File: config.mk
export PLATFORM = sky130hd
export DESIGN_NAME = md_writeback_buffer
export DESIGN_NICKNAME = d
export VERILOG_FILES = /design/src/rtl/md_writeback_buffer.sv
export SDC_FILE = /design/constraint.sdc
export NUM_CORES = 1
export LEC_CHECK = 0
export ABC_AREA = 1
export BUFFER_PORTS_ARGS = -buffer_cell sky130_fd_sc_hd__clkbuf_2
export CAP_MARGIN = 20
export CELL_PAD_IN_SITES_DETAIL_PLACEMENT = 1
export CELL_PAD_IN_SITES_GLOBAL_PLACEMENT = 1
export CORE_ASPECT_RATIO = 0.6
export CORE_MARGIN = 10
export CORE_UTILIZATION = 27
export DETAILED_ROUTE_END_ITERATION = 8
export GPL_ROUTABILITY_DRIVEN = 0
export PLACE_DENSITY_LB_ADDON = 0.3
export SETUP_SLACK_MARGIN = 0.1
export SYNTH_ARGS = -nofsm -noshare
export SYNTH_HDL_FRONTEND = slang
export SYNTH_SLANG_ARGS = --single-unit
File: constraint.sdc
create_clock -name clk_i -period 3.1 [get_ports clk_i]
set_input_delay 0.31 -clock clk_i [delete_from_list [all_inputs] [get_ports clk_i]]
set_output_delay 0.31 -clock clk_i [all_outputs]
set_load 0.005 [all_outputs]
File: src/rtl/md_writeback_buffer.sv
// One-outstanding-request buffer between issue and the iterative mul/div unit, with a one-entry
// writeback register and destination scoreboard. Optional zero-latency bypass: MD_WB_BYPASS_EN.
module md_writeback_buffer #(
   parameter int width_p          = 32,
   parameter int reg_addr_width_p = 5
) (
   input  logic                        clk_i,
   input  logic                        reset_n_i,
   input  logic                        req_v_i,
   output logic                        req_ready_o,
   input  logic [reg_addr_width_p-1:0] req_rd_i,
   input  logic [width_p-1:0]          req_opA_i,
   input  logic [width_p-1:0]          req_opB_i,
   input  logic [2:0]                  req_funct3_i,
   output logic                        md_v_o,
   input  logic                        md_ready_i,
   output logic [width_p-1:0]          md_opA_o,
   output logic [width_p-1:0]          md_opB_o,
   output logic [2:0]                  md_funct3_o,
   input  logic                        md_v_i,
   input  logic [width_p-1:0]          md_result_i,
   output logic                        md_yumi_o,
   output logic                        wb_v_o,
   output logic [reg_addr_width_p-1:0] wb_rd_o,
   output logic [width_p-1:0]          wb_data_o,
   input  logic                        wb_yumi_i,
   input  logic [reg_addr_width_p-1:0] rs1_i,
   input  logic [reg_addr_width_p-1:0] rs2_i,
   output logic                        hazard_o
);

   logic                        pend_v_q, pend_v_d;
   logic [reg_addr_width_p-1:0] pend_rd_q, pend_rd_d;
   logic                        wb_v_q, wb_v_d;
   logic [reg_addr_width_p-1:0] wb_rd_q, wb_rd_d;
   logic [width_p-1:0]          wb_data_q, wb_data_d;

   logic wb_free;
   logic pend_rd_nz;
   logic issue;
   logic capture;
   logic bypass;
   logic rs1_hit, rs2_hit;

   always_comb begin
      md_opA_o    = req_opA_i;
      md_opB_o    = req_opB_i;
      md_funct3_o = req_funct3_i;
      req_ready_o = md_ready_i & ~pend_v_q;
      md_v_o      = req_v_i & ~pend_v_q;
      issue       = req_v_i & req_ready_o;

      pend_rd_nz  = (pend_rd_q != '0);
      wb_free     = ~wb_v_q | wb_yumi_i;
      // x0 results are dropped, so they never need to wait for the writeback slot
      md_yumi_o   = md_v_i & pend_v_q & (wb_free | ~pend_rd_nz);
      capture     = md_yumi_o & pend_rd_nz;

`ifdef MD_WB_BYPASS_EN
      bypass      = ~wb_v_q & pend_rd_nz & md_v_i & pend_v_q;
`else
      bypass      = 1'b0;
`endif

      wb_v_o    = wb_v_q;
      wb_rd_o   = wb_rd_q;
      wb_data_o = wb_data_q;
      if (bypass) begin
         wb_v_o    = 1'b1;
         wb_rd_o   = pend_rd_q;
         wb_data_o = md_result_i;
      end

      rs1_hit  = (rs1_i != '0) & ((pend_v_q & (rs1_i == pend_rd_q)) | (wb_v_q & (rs1_i == wb_rd_q)));
      rs2_hit  = (rs2_i != '0) & ((pend_v_q & (rs2_i == pend_rd_q)) | (wb_v_q & (rs2_i == wb_rd_q)));
      hazard_o = rs1_hit | rs2_hit;
   end

   always_comb begin
      pend_v_d  = pend_v_q;
      pend_rd_d = pend_rd_q;
      wb_v_d    = wb_v_q;
      wb_rd_d   = wb_rd_q;
      wb_data_d = wb_data_q;

      if (issue) begin
         pend_v_d  = 1'b1;
         pend_rd_d = req_rd_i;
      end else if (md_yumi_o) begin
         pend_v_d  = 1'b0;
      end

      if (wb_yumi_i) begin
         wb_v_d = 1'b0;
      end
      // a bypassed result taken by the arbiter in the same cycle is never stored
      if (capture && !(bypass && wb_yumi_i)) begin
         wb_v_d    = 1'b1;
         wb_rd_d   = pend_rd_q;
         wb_data_d = md_result_i;
      end
   end

   always_ff @(posedge clk_i or negedge reset_n_i) begin
      if (!reset_n_i) begin
         pend_v_q  <= 1'b0;
         pend_rd_q <= '0;
         wb_v_q    <= 1'b0;
         wb_rd_q   <= '0;
         wb_data_q <= '0;
      end else begin
         pend_v_q  <= pend_v_d;
         pend_rd_q <= pend_rd_d;
         wb_v_q    <= wb_v_d;
         wb_rd_q   <= wb_rd_d;
         wb_data_q <= wb_data_d;
      end
   end

endmodule

==> impl_metrics.json <==
{
  "routed_wl_mm": 7.56,
  "firstDrtPassIters": 4,
  "grt_pass1_wl_mm": 12.3,
  "status": "complete, no violations",
  "met1_usage_pct": 14.5,
  "leakagePower_nw": 1.75,
  "worst_ir_drop_vdd_uv": 259,
  "start_util_pct": 27.7,
  "placement.io_buffers": 94,
  "synth_seq_cells": 44,
  "syn2layout_area_growth_pct": 8.36,
  "synth-adder-area-share_pct": 0,
  "clockRootBuffer": "clkbuf_16",
  "fmax_mhz": 561,
  "cts_hold_buf": 0,
  "path_class": "reg -> out",
  "tns_ns": 0,
  "nNetsFinal": 504,
  "drt_iter0_drc": 74,
  "met2_usage_pct": 13.1,
  "syn_nets": 477,
  "yosys.area_share.simple_pct": 19.7,
  "antenna_found_initial": 0,
  "max-cap-violations": 0,
  "synth_top_family_by_area": "buffers and inverters",
  "fin_crit_sh_pct": 57.5,
  "tritoncts": "done",
  "rsz0062_at_grt": "false",
  "grt_remaining_overflow": 0,
  "busiest_layer": "met1",
  "die_height_um": 97.8,
  "synth_warnings": 0,
  "synthXorXnorAreaFrac_pct": 0,
  "routedWlPerCell_um": 14.5,
  "drv_slew": 0,
  "cts.sinks": 44,
  "drc": 0,
  "seq_area_frac_synth_pct": 40.4,
  "clock_latency_ns": 0.28,
  "cp_data_arrival_time_ns": 1.47,
  "worst_pin_slew_ns": 0.928,
  "fin_crit_ns": 1.78,
  "hold_violations": 0,
  "synthMuxAreaShare_pct": 0,
  "viasPerCell": 4.13,
  "fin_cells": 520,
  "setup_viol": 0,
  "cts_resized": 0,
  "cp.required_ns": 2.79,
  "synth-compound-area-share_pct": 10.7,
  "hpwl_mm": 6.04,
  "maxSlewHeadroom_pct": 38.2,
  "drive_above_1_share_pct": 32.7,
  "dp_cells": 512,
  "coreArea_mm2": 0.00984,
  "die_area_mm2": 0.0146,
  "avgSynthCellArea_um2": 7.63,
  "ios": 229,
  "ant_nets": 0,
  "hold_class": "in -> async",
  "p_per_area_mw_per_mm2": 903,
  "grt_max_degree": 68,
  "endpoint_kind": "output port",
  "critPathLaunchType": "flip-flop",
  "critPathMaxFanout": 5,
  "vias": 2147,
  "cts_max_level": 2,
  "grtUsageTotal_pct": 10.2,
  "cts_buffer_depth": 2,
  "whs_ns": 0.161,
  "ys_types": 18,
  "num_rows": 28,
  "grt_pass1_vias": 2321,
  "n_antenna_cell": 0,
  "syn_area_mm2": 0.00273,
  "cts_inserted_buffers": 5,
  "postLayoutCoreUtil_pct": 30.0,
  "post_cts_buffers": 0,
  "fin_worst_skew_ns": 0.00273,
  "syn-instance-count": 357,
  "clk_pin_slew_ns": 0.06,
  "met3_usage_pct": 5.71,
  "die_w_um": 150
}
[placed cells by master, fill, tap and decap left out]
cell type | Yosys | layout
a21oi_1 | 5 | 5
nor2_1 | 24 | 24
clkbuf_1 | 0 | 2
o21ai_2 | 20 | 20
inv_1 | 52 | 52
nand4_1 | 1 | 1
o21ai_1 | 10 | 10
nand2_1 | 103 | 103
clkbuf_8 | 0 | 1
nand3_2 | 1 | 1
nor3_1 | 2 | 2
buf_4 | 67 | 1
nand3_1 | 7 | 7
clkbuf_2 | 1 | 94
clkinv_1 | 1 | 1
inv_2 | 3 | 3
buf_12 | 0 | 1
o21ai_0 | 8 | 8
clkbuf_16 | 0 | 5
dfrtp_1 | 44 | 44
[worst max-delay path, stage by stage, from the launching register on]
cell and delay [ns]:
dfrtp_1 0.43, inv_1 0.09, nand2_1 0.06, nand2_1 0.06
nor2_1 0.18, nand3_1 0.10, nand2_1 0.07, nand2_1 0.04
nand2_1 0.05, clkbuf_2 0.11
[logic make-up after synthesis]
logic type,count (synthesis)
compound gates,43
buf+inv,132
flops,44
simple gates,138
[per-layer routing]
| metal | part of all wire [%] | wire, um | up-vias |
|---|---|---|---|
| met5 | 0 | 0 | - |
| met1 | 52 | 3930 | 982 |
| met2 | 38 | 2870 | 104 |
| li1 | - | - | 1055 |
| met3 | 9.7 | 736 | 6 |
| met4 | 0.33 | 25 | 0 |
[flip-flops by register name, indices dropped and copies added, names as in the netlist]
register and flops:
wb_v_o 1, wb_data_o 32, wb_rd_o 5, pend_rd_q 5
pend_v_q 1
[worst paths after layout]
| check | start | to | slack [ns] | depth (start not counted) |
|---|---|---|---|---|
| worst max-delay path | wb_rd_o[4] | hazard_o | 1.32 | 9 |
| max in group asynchronous | reset_n_i | wb_data_o[6] | 2.24 | 2 |
| worst max register to register | pend_rd_q[0] | wb_data_o[21] | 1.43 | 6 |
| worst min register to register | wb_data_o[14] | wb_data_o[14] | 0.48 | 2 |
| min in group clk_i | md_result_i[5] | wb_data_o[5] | 0.25 | 3 |
| worst min-delay path | reset_n_i | wb_data_o[27] | 0.16 | 1 |
[report_power, final]
group	switching, mW	total [mW]	internal [mW]	leakage [nW]
combinational	0.623	1.07	0.446	1.14
clock	0.207	0.528	0.321	0.0712
sequential	0.218	1.07	0.851	0.536
[synth_stat cells]
| cell type | number | area share, % |
|---|---|---|
| nand2_1 | 103 | 14 |
| buf_4 | 67 | 18 |
| inv_1 | 52 | 7.2 |
| dfrtp_1 | 44 | 40 |
| nor2_1 | 24 | 3.3 |
| o21ai_2 | 20 | 6.4 |
| o21ai_1 | 10 | 1.8 |
| o21ai_0 | 8 | 1.5 |
| nand3_1 | 7 | 1.3 |
| buf_6 | 6 | 2.5 |
| a21oi_1 | 5 | 0.92 |
| inv_2 | 3 | 0.41 |
| buf_2 | 2 | 0.37 |
| nor3_1 | 2 | 0.37 |
| clkbuf_2 | 1 | 0.18 |
| clkinv_1 | 1 | 0.14 |
| nand3_2 | 1 | 0.37 |
| nand4_1 | 1 | 0.23 |
[cell type report]
type	count	area [um^2]
multi-input cells	181	828
flip-flops and latches	44	1100
repair buffers	96	498
inverters	56	210
well taps	135	169
clock buffers	8	146
fillers	1234	6890
[stage by stage]
step	worst slack (ns)	area, um^2	total power [mW]
after floorplan	1.94	2730	1.75
after global placement	1.49	2810	2.15
after detailed placement	1.46	2810	2.18
after CTS	1.31	2950	2.73
after global routing	1.15	2950	2.92
final	1.32	2950	2.67
Note: power is estimated with default switching activity, not from simulation.
